`config.mk`:
```
export PLATFORM = sky130hd
export DESIGN_NAME = motor_encoder_emulator
export DESIGN_NICKNAME = d
export VERILOG_FILES = /design/src/rtl/motor_encoder_emulator.sv
export SDC_FILE = /design/constraint.sdc
export NUM_CORES = 1
export LEC_CHECK = 0
export CAP_MARGIN = 40
export CORE_ASPECT_RATIO = 0.8
export CORE_MARGIN = 2
export CORE_UTILIZATION = 45
export CTS_CLUSTER_DIAMETER = 30
export DETAILED_ROUTE_END_ITERATION = 7
export PLACE_DENSITY = 0.71
export SYNTH_ARGS = -nofsm -noshare
export SYNTH_HDL_FRONTEND = slang
export SYNTH_SLANG_ARGS = --single-unit
```
`constraint.sdc`:
```
create_clock -name clk -period 8.5 [get_ports clk]
set_clock_uncertainty 0.1 [all_clocks]
set_input_delay 1.7 -clock clk [delete_from_list [all_inputs] [get_ports clk]]
set_output_delay 1.7 -clock clk [all_outputs]
set_load 0.02 [all_outputs]
```
`src/rtl/motor_encoder_emulator.sv`:
```
// rtl/motor_encoder_emulator.sv - brushed motor plus encoder plant model behind a TB6612-style driver
module motor_encoder_emulator #(
    parameter int WINDOW_CYCLES = 16384,
    parameter int CNT_W         = $clog2(WINDOW_CYCLES + 1),
    parameter int PULSE_THRESH  = 1048576,
    parameter int ACC_W         = 32,
    parameter int INERTIA_SHIFT = 0
) (
    input  logic             clk,
    input  logic             rst,
    input  logic             pwm,
    input  logic             in1,
    input  logic             in2,
    input  logic             stnby,
    output logic             fb,
    output logic             fb_dir,
    output logic [CNT_W-1:0] speed,
    output logic [15:0]      pos,
    output logic             window_tick
);

    localparam int WIN_W = $clog2(WINDOW_CYCLES);

    typedef enum logic [2:0] {
        M_STANDBY,
        M_FWD,
        M_REV,
        M_BRAKE,
        M_COAST
    } mode_t;

    mode_t                    mode;
    logic [WIN_W-1:0]         win_cnt;
    logic [CNT_W-1:0]         duty_cnt;
    logic [CNT_W-1:0]         duty_now;
    logic [ACC_W-1:0]         acc;
    logic [ACC_W-1:0]         acc_sum;
    logic                     dir_reg;
    logic                     dir_next;
    logic                     driving;
    logic                     braking;
    logic                     tick;
    logic                     hit;
    logic signed [CNT_W:0]    diff;
    logic signed [CNT_W:0]    step;
    logic [CNT_W-1:0]         speed_next;

    always_comb begin
        mode = M_COAST;
        if (!stnby) begin
            mode = M_STANDBY;
        end else begin
            case ({in1, in2})
                2'b10:   mode = M_FWD;
                2'b01:   mode = M_REV;
                2'b11:   mode = M_BRAKE;
                default: mode = M_COAST;
            endcase
        end
    end

    assign driving     = (mode == M_FWD) || (mode == M_REV);
    assign braking     = (mode == M_BRAKE);
    assign tick        = (win_cnt == WIN_W'(WINDOW_CYCLES - 1));
    assign window_tick = tick;
    // Duty as seen at the tick includes the tick cycle itself.
    assign duty_now    = duty_cnt + CNT_W'(pwm && driving);
    assign dir_next    = (mode == M_FWD) ? 1'b1 : (mode == M_REV) ? 1'b0 : dir_reg;

    always_comb begin
        diff = $signed({1'b0, duty_now}) - $signed({1'b0, speed});
        step = diff >>> INERTIA_SHIFT;
        // Without the unit nudge a filtered speed would stall short of the target.
        if (step == '0 && diff != '0) begin
            step = diff[CNT_W] ? '1 : (CNT_W + 1)'(1);
        end
        speed_next = speed + step[CNT_W-1:0];
    end

    assign acc_sum = acc + ACC_W'(speed);
    assign hit     = (acc_sum >= ACC_W'(PULSE_THRESH));

    always_ff @(posedge clk or posedge rst) begin
        if (rst) begin
            win_cnt  <= '0;
            duty_cnt <= '0;
            dir_reg  <= 1'b1;
            fb_dir   <= 1'b1;
            speed    <= '0;
            acc      <= '0;
            fb       <= 1'b0;
            pos      <= '0;
        end else begin
            win_cnt  <= tick ? '0 : win_cnt + 1'b1;
            duty_cnt <= tick ? '0 : duty_now;
            dir_reg  <= dir_next;
            if (tick) begin
                fb_dir <= dir_next;
            end
            if (braking) begin
                speed <= '0;
                acc   <= '0;
                fb    <= 1'b0;
            end else begin
                if (tick) begin
                    speed <= speed_next;
                end
                if (hit) begin
                    acc <= acc_sum - ACC_W'(PULSE_THRESH);
                    fb  <= 1'b1;
                end else begin
                    acc <= acc_sum;
                    fb  <= 1'b0;
                end
            end
            if (fb) begin
                pos <= fb_dir ? pos + 16'd1 : pos - 16'd1;
            end
        end
    end

endmodule

```
Word-level counts from Yosys, hierarchy flattened
Index checks and enable logic that the tools add are counted.
{ "totals": {"elab_cells": 45, "in_bits": 6, "ff_bits": 95, "out_inout_bits": 34} }
{ "op_classes": {"order_cmp": 1, "addsub": 8, "n_mux": 15, "n_eq_ne": 7, "reduce_logical": 6} }
{ "ops": {"columns": ["cell", "count"], "rows": [
  ["$mux 15", 5],
  ["$mux 32", 2],
  ["$add 32x15->32", 1],
  ["$ge 32x21->1 const B", 1],
  ["$sub 32x21->32 const B", 1],
  ["$add 16x1->16 const B", 1],
  ["$logic_not 16->1", 1],
  ["$mux 16", 1],
  ["$reduce_bool 16->1", 1],
  ["$sub 15x15->16", 1],
  ["$sub 16x1->16 const B", 1],
  ["$add 15x1->15", 1],
  ["$add 15x15->15", 1],
  ["$add 14x1->14 const B", 1],
  ["$eq 14x14->1 const B", 1],
  ["$mux 14", 1],
  ["$pmux 3 s3", 1],
  ["$eq 3x2->1 const B", 2],
  ["$eq 2x2->1 const B", 2],
  ["$mux 1", 4],
  ["$eq 3x1->1 const B", 1],
  ["$mux 3", 1],
  ["$eq 2x1->1 const B", 1],
  ["$logic_and 1x1->1", 2],
  ["2 further kinds", 2]
]} }

Depth between registers and ports, before layout
Gate-level depths: netlist of run 1.
{ "depth": {"depth_word": 14, "ltp_mapped": 23} }

Worst setup path after synthesis of run 1
OpenSTA, ideal clock, no wires.
{ "synth_timing": {"kind": "in2reg", "start": "input port in2", "end": "register speed[14]", "t_arrival_ns": 5.435, "n_path_buf": 0, "stages": 23, "path_slack_ns": 2.845, "path_cell_list": "xor2_1 and3_1 ha_1 ha_1 ha_1 nor2b_1 o21ai_0 a21boi_0 o21ai_0 a21boi_0 o21ai_0 a21boi_0 o21ai_0 nor2b_1 xnor2_1 ha_1 and3_1 a21oi_1 o21ai_0 o2111ai_1 nand3_1 mux2i_1 nor2_1"} }
{ "synth_via": {"elab_chain_cells": 14, "elab_cells_between_ends": 21, "cone_classes": "add/sub (3); eq/ne (6); mux (6); reduce/logical (6)"} }
{ "synth_rtl": {"columns": ["item", "line_no", "source"], "rows": [
  ["start: declaration", "13", "input logic in2,"],
  ["$eq 2x2->1 or $eq 2x1->1 (tied branches)", "53", "case ({in1, in2})"],
  ["$pmux 3 s3 (*)", "53", null],
  ["$mux 3 (*)", "50", "if (!stnby) begin"],
  ["$eq 3x1->1 or $eq 3x2->1 (tied branches)", "62", "assign driving = (mode == M_FWD) || (mode == M_REV);"],
  ["$logic_or 1x1->1", "62", null],
  ["$logic_and 1x1->1", "67", "assign duty_now = duty_cnt + CNT_W'(pwm && driving);"],
  ["$add 15x1->15", "67", null],
  ["$sub 15x15->16", "71", "diff = $signed({1'b0, duty_now}) - $signed({1'b0, speed});"],
  ["$logic_not 16->1 or $reduce_bool 16->1 (tied branches)", "74", "if (step == '0 && diff != '0) begin"],
  ["$logic_and 1x1->1", "74", null],
  ["$mux 15", "74", null],
  ["$add 15x15->15", "77", "speed_next = speed + step[CNT_W-1:0];"],
  ["$mux 15", "105", "if (tick) begin"],
  ["$mux 15", "100", "if (braking) begin"],
  ["end signal: assignment", "106", "speed <= speed_next;"],
  ["end: declaration", "17", "output logic [CNT_W-1:0] speed,"]
]} }
Every way passes the cells marked *; elsewhere a longest branch is shown, timed or not. The select of a mux whose other input is x is not followed.
A chain may end at the register's enable or synchronous reset.

Final worst setup path of run 1
{ "layout_timing": {"start": "input port in1", "end": "register speed[14]"} }
{ "layout_via": {"elab_chain_cells": 14, "elab_cells_between_ends": 21, "cone_classes": "add/sub (3); eq/ne (6); mux (6); reduce/logical (6)"} }
{ "layout_rtl": {"columns": ["item", "line_no", "source"], "rows": [
  ["start: declaration", "12", "input logic in1,"],
  ["$eq 2x2->1 or $eq 2x1->1 (tied branches)", "53", null],
  ["$pmux 3 s3 (*)", "53", null],
  ["$mux 3 (*)", "50", null],
  ["$eq 3x1->1 or $eq 3x2->1 (tied branches)", "62", null],
  ["$logic_or 1x1->1", "62", null],
  ["$logic_and 1x1->1", "67", null],
  ["$add 15x1->15", "67", null],
  ["$sub 15x15->16", "71", null],
  ["$logic_not 16->1 or $reduce_bool 16->1 (tied branches)", "74", null],
  ["$logic_and 1x1->1", "74", null],
  ["$mux 15", "74", null],
  ["$add 15x15->15", "77", null],
  ["$mux 15", "105", null],
  ["$mux 15", "100", null]
]} }
Marks and branches as above.

==> reports/metrics.cfg, run 1 <==
[run_status]
status = finished, final reports clean

[placed_design]
gp_congestion = 0.8510
placed_cells = 1028
dp_slack_ps = 1855
dpl_cell_area_um2 = 7634
hpwlAfterDp_mm = 10.52
numPortBuffers = 39

[cells_and_area]
fill_cells = 1440
finish.utilization_pct = 52.28
layout.area.seq_um2 = 2380
drive_above_1_share_pct = 6.115
layout_commonest_cell = dfrtp_1
fin_nets = 900
fin_area_um2 = 7928
antenna_cells = 0
multiInputGateArea_um2 = 4399
final_cell_mix = dfrtp_1 (93), nor2_1 (75), a21oi_1 (61), ha_1 (61), nand2_1 (59)
top_register = acc
stdcell_count = 1044
reg.largest.list = acc: 32 flops, pos: 16 flops
syn_to_final_growth_pct = 12.80
largest_register_ff_count = 32

[critical_path]
worst-endpoint-required_ps = 8650
timing.rr.start = speed[3]
worst_ep_arrival_time_ps = 6420
critPathLaunchType = input port
crit_start = in1
rr_endpoint = acc[31]
cp-endpoint = speed[14]
worst-r2r-setup-slack_ps = 3250
worst-r2r-cell-count = 18
crit_fanout = 6
critPathKind = input port to flip-flop
crit_path_end_kind = flip-flop

[timing]
min_period_ps = 6268
maxSlewHeadroom_pct = 42.48
tns_ps = 0
drv_slew = 0
fin_crit_sh_pct = 73.74
timing.hold.ws_ps = 370.0
rsz0062_at_grt = no
worst_slew_pin_slew_ps = 862.8
postLayoutSetupSlackWorst_ps = 2232
fmax_mhz = 159.5
hold_violations = 0
setup_violations = 0

[power]
power.density_nw_per_um2 = 234.2
p_total_mw = 1.857
vdd_drop_max_uv = 127.1
power_leakage_nw = 3.585

[grt]
grt_pass1_wl_mm = 25.67
grt_max_degree = 61
antenna_found_initial = 0
grt_use_total_pct = 19.09
grt_overflow_total = 0
grt_pass1_vias = 5443

[die]
die_h_um = 115.8
core_area_um2 = 15160
die_x_um = 143.7
rows = 40
initial_core_util_pct = 46.34
num_io_pins = 40
die_area_um2 = 16640

[logic_synthesis]
synthMuxAreaShare_pct = 2.439
synth_top_family_by_area = simple AND/OR/NAND/NOR gates
ys_ff_latch = 95
synth_fa_ha_area_share_pct = 12.00
synth_xor_area_share_pct = 10.34
synth_top_area_share_pct = 33.11
synthTopCellsByArea = dfrtp_1 (33%), ha_1 (11%), xnor2_1 (6.5%), a21oi_1 (4.3%), nor2_1 (4.0%)
synth_top_cell_by_area = dfrtp_1
ys_warn_count = 0
synth_async_sr_flop_share_pct = 100.0
synthesis.area_um2 = 7028
synth-compound-area-share_pct = 16.47
ys.flop_type = dfrtp_1
synth_area_per_cell_um2 = 8.840
synth_fp_nets = 866
yosysSeqAreaShare_pct = 33.86
yosys.area_share.simple_pct = 21.35
synth.distinct_cells = 67
synthCells = 795
synth-edff-count = 0

[routing]
vias = 5586
antenna_left = 0
wl_per_cell_um = 13.79
drt_wl_total_mm = 14.40
vias_per_cell = 5.351
drt-initial-drc-count = 280
drc_errors = 0
first_pass_iters = 4

[clock_network]
cts_made_buffers = 9
cts_hold_buf = 0
clk_latency_ps = 360
root_buffer = clkbuf_16
cts.clk_slew.worst_paths_ps = 80
post-cts-setup-buffer-count = 0
cts_sinks = 95
cts_resized = 0
htreeDepth = 3
cts_tree = yes
clock_path_buffers = 2

[worst_hold_path]
hp-class = flip-flop to flip-flop
whs_path_depth = 1

[flow_run]
cap_violations = 0

## final cells by class
type | instances | area share, %
well taps | 210 | 3.314
flip-flops and latches | 95 | 30.02
clock buffers | 9 | 2.841
inverters | 45 | 2.162
multi-input cells | 635 | 55.49
clock inverters | 7 | 0.8681
repair buffers | 43 | 5.303
## synth_stat cells (4+ instances only)
cell        n
or3_1      12
a21o_1     14
mux2i_1     7
nand3_1    33
clkbuf_1   13
xnor2_1    52
nor2_1     75
nand2_1    59
buf_2       4
o21a_1      4
o21bai_1    5
and3_1     11
xor2_1     31
nor3_1     20
nand3b_1    4
ha_1       61
nand2b_1    7
a31oi_1     4
inv_1      45
and2_1     31
nor2b_1    10
nand4_1     9
a21oi_1    61
mux2_2      9
o211ai_1    4
a211oi_1    6
o2111ai_1   5
o21ai_0    33
dfrtp_1    93
fa_1        4
or2_2       7
## cells by family (layout without fill, tap and decap cells)
kind of cell / count (synthesis) / in the layout
simple gates: 296 / 296
compound gates: 175 / 175
flops: 95 / 95
xor+xnor: 83 / 83
fa+ha+maj: 65 / 65
buf+inv: 65 / 104
mux: 16 / 16
## report_power, final
part / leakage (nW) / switching [mW] / internal (mW) / total (mW)
clock: 0.147 / 0.202 / 0.209 / 0.411
sequential: 1.24 / 0.0732 / 0.531 / 0.604
combinational: 2.20 / 0.445 / 0.397 / 0.841
total: 3.59 / 0.720 / 1.14 / 1.86
## per-layer routing
metal  vias to the layer above  track usage (%)  share of wire [%]
met5                         -                0                  0
met4                         0            4.641                1.1
li1                       2888                -                  -
met3                        13            4.380                2.8
met2                        56            29.33                 43
met1                      2629            27.44                 53
## worst min path at each step
stage / from / slack [ps] / end
3_3_place_gp: win_cnt[12] / 350 / win_cnt[12]
6_report: win_cnt[12] / 370 / win_cnt[12]
2_1_floorplan: win_cnt[12] / 340 / win_cnt[12]
3_5_place_dp: win_cnt[12] / 360 / win_cnt[12]
5_1_grt: win_cnt[0] / 400 / win_cnt[0]
4_1_cts: win_cnt[12] / 380 / win_cnt[12]
## critical path, cell delays in order
cell and delay, ps:
clkdlybuf4s50_1 480, xor2_1 170, and3_1 200, ha_1 210
ha_1 330, ha_1 270, nor2b_1 120, o21ai_0 200
a21boi_0 140, o21ai_0 210, a21boi_0 130, o21ai_0 200
a21boi_0 140, o21ai_0 230, nor2b_1 200, xnor2_1 140
ha_1 300, and3_1 160, a21oi_1 100, o21ai_0 160
o2111ai_1 300, nand3_1 110, mux2i_1 160, nor2_1 70
(Power assumes the default switching activity.)
==> run 2, diff against run 1 <==
==> constraint.sdc (replaced) <==
create_clock -name clk -period 5.85 [get_ports clk]
set_clock_uncertainty 0.1 [all_clocks]
set_input_delay 1.17 -clock clk [delete_from_list [all_inputs] [get_ports clk]]
set_output_delay 1.17 -clock clk [all_outputs]
set_load 0.02 [all_outputs]
==> run 2 against run 1 <==
  * Routed wire length rose by 2.8%
  * Cell count rose by 1.3%
  * First-iteration DRC count rose by 16%
  * Register-to-register slack got worse by 2600 ps
  * Sequential power increased by 46%
  * Power up 49%
  * Non-clock buffer count grew 14
  * Setup slack got worse by 1800 ps
  * Combinational power grew 57%
  * Critical endpoint is now speed[10]
==> reports/metrics.cfg, run 2 (same netlist as run 1, synthesis figures left out) <==
[timing]
tns_ps = 0  ; unchanged
fmax_mhz = 184.3
fin_crit_sh_pct = 92.73
min_period_ps = 5425
postLayoutSetupSlackWorst_ps = 425.2  ; -1807 ps
worst_slew_pin_slew_ps = 857.4  ; -5.417 ps
drv_slew = 0  ; unchanged
setup_violations = 0  ; unchanged
rsz0062_at_grt = no
hold_violations = 0  ; unchanged
maxSlewHeadroom_pct = 42.84  ; +0.36 points
timing.hold.ws_ps = 373.3  ; +3.369 ps

[cells_and_area]
largest_register_ff_count = 32  ; unchanged
antenna_cells = 0  ; unchanged
layout_commonest_cell = dfrtp_1
drive_above_1_share_pct = 7.901  ; +1.8 points
fin_nets = 914  ; +1.6%
finish.utilization_pct = 53.00  ; +0.72 points
stdcell_count = 1058  ; +1.3%
syn_to_final_growth_pct = 14.35
reg.largest.list = acc: 32 flops, pos: 16 flops
top_register = acc
fin_area_um2 = 8036  ; +1.4%
final_cell_mix = dfrtp_1 (93), nor2_1 (75), ha_1 (61)

[grt]
grt_max_degree = 56  ; -8.2%
use_met2_pct = 31.40  ; +2.1 points
grt_most_used_layer = met2
grtUsageMet1_pct = 27.10  ; -0.34 points
grt_pass1_vias = 5483  ; +0.73%
grt_use_total_pct = 19.58  ; +0.49 points
grt_overflow_total = 0  ; unchanged
grt_pass1_wl_mm = 25.97  ; +1.2%
grt_util_met3_pct = 4.587  ; +0.21 points
antenna_found_initial = 0  ; unchanged

[clock_network]
cts.clk_slew.worst_paths_ps = 70  ; about the same
cts_sinks = 95  ; unchanged
root_buffer = clkbuf_16
cts_made_buffers = 9  ; unchanged
htreeDepth = 3  ; unchanged
clock_path_buffers = 2  ; unchanged
post-cts-setup-buffer-count = 0  ; unchanged
clk_latency_ps = 360  ; about the same
cts_tree = yes

[placed_design]
hpwlAfterDp_mm = 10.91  ; +3.7%
dp_slack_ps = -144.6  ; -1999 ps
dpl_cell_area_um2 = 7739  ; +1.4%
placed_cells = 1042  ; +1.4%
gp_congestion = 0.8607  ; +1.1%
numPortBuffers = 39  ; unchanged

[die]
die_x_um = 143.7  ; unchanged
die_h_um = 115.8  ; unchanged
die_area_um2 = 16640  ; unchanged
num_io_pins = 40  ; unchanged
rows = 40  ; unchanged
core_area_um2 = 15160  ; unchanged
initial_core_util_pct = 46.34  ; unchanged

[flow_run]
cap_violations = 0  ; unchanged

[critical_path]
crit_start = in2
worst_ep_arrival_time_ps = 5530  ; -890 ps
timing.rr.start = speed[3]
crit_fanout = 4  ; -2
worst-endpoint-required_ps = 5960  ; -2690 ps
crit_path_end_kind = flip-flop
critPathKind = input port to flip-flop
critPathLaunchType = input port

[routing]
drt-initial-drc-count = 326  ; +16%
wl_per_cell_um = 13.99  ; +1.4%
vias = 5683  ; +1.7%
drc_errors = 0  ; unchanged
antenna_left = 0  ; unchanged
first_pass_iters = 5  ; +1
vias_per_cell = 5.371  ; +0.39%
drt_wl_total_mm = 14.80  ; +2.8%

[worst_hold_path]
worstHoldStart = win_cnt[10]
hp-class = flip-flop to flip-flop

[power]
vdd_drop_max_uv = 175.0  ; +38%
power.density_nw_per_um2 = 345.2  ; +47%
power_leakage_nw = 3.648  ; +1.7%
p_total_mw = 2.774  ; +49%

[run_status]
status = finished, final reports clean

## run 2: cell count changes in the layout (fill, tap and decap cells not counted), sizes merged
cell,previous run,this run
buf,4,18
inv,51,48
clkinv,1,3
clkinvlp,0,1
## run 2: layer usage
| layer | routed length [um] | part of all wire [%] |
|---|---|---|
| met1 | 7511 | 51 |
| met5 | 0 | 0 |
| met2 | 6667 | 45 |
| met4 | 139 | 0.94 |
| met3 | 482 | 3.3 |
## run 2: cell type report
cell class	instances	area, um2
fill	1366	7128
multi-input combinational	635	4409
sequential	95	2380
timing repair buffer	57	525.5
tap	210	262.8
clock buffer	9	225.2
inverter	45	171.4
clock inverter	7	62.56
## run 2: path summary, 6_finish.rpt
kind	endpoint	slack (ps)	cells past startpoint
min in group asynchronous	pos[10]	1170	2
worst min-delay path	win_cnt[10]	370	1
worst max-delay path	speed[10]	430	21
worst max register to register	acc[31]	640	18
max in group asynchronous	fb_dir	3460	3
worst min register to register	win_cnt[10]	370	1
## run 2: power by group
| group | internal, mW | total (mW) | leakage, nW | switching, mW |
|---|---|---|---|---|
| Combinational | 0.635 | 1.32 | 2.27 | 0.682 |
| Clock | 0.296 | 0.577 | 0.139 | 0.281 |
| Sequential | 0.772 | 0.879 | 1.24 | 0.107 |
## run 2: what timing repair did
action | 4_1_cts | 5_1_grt
hold buffers | 0 | 0
gates resized for setup | 0 | 11
setup endpoints to repair | 0 | 5
## run 2: worst max-delay path: stages
cell and delay (ps):
clkdlybuf4s50_1 440, xor2_1 170, and3_1 190, ha_1 200, ha_1 300, buf_4 150, fa_1 410, a21o_1 190
a21oi_1 210, o21ai_0 100, a21oi_1 220, o21ai_1 130, a21oi_1 190, xnor2_1 140, ha_1 270, and3_1 190
a21oi_1 170, o21ai_1 170, or3_1 330, nand3_1 100, a21oi_1 70
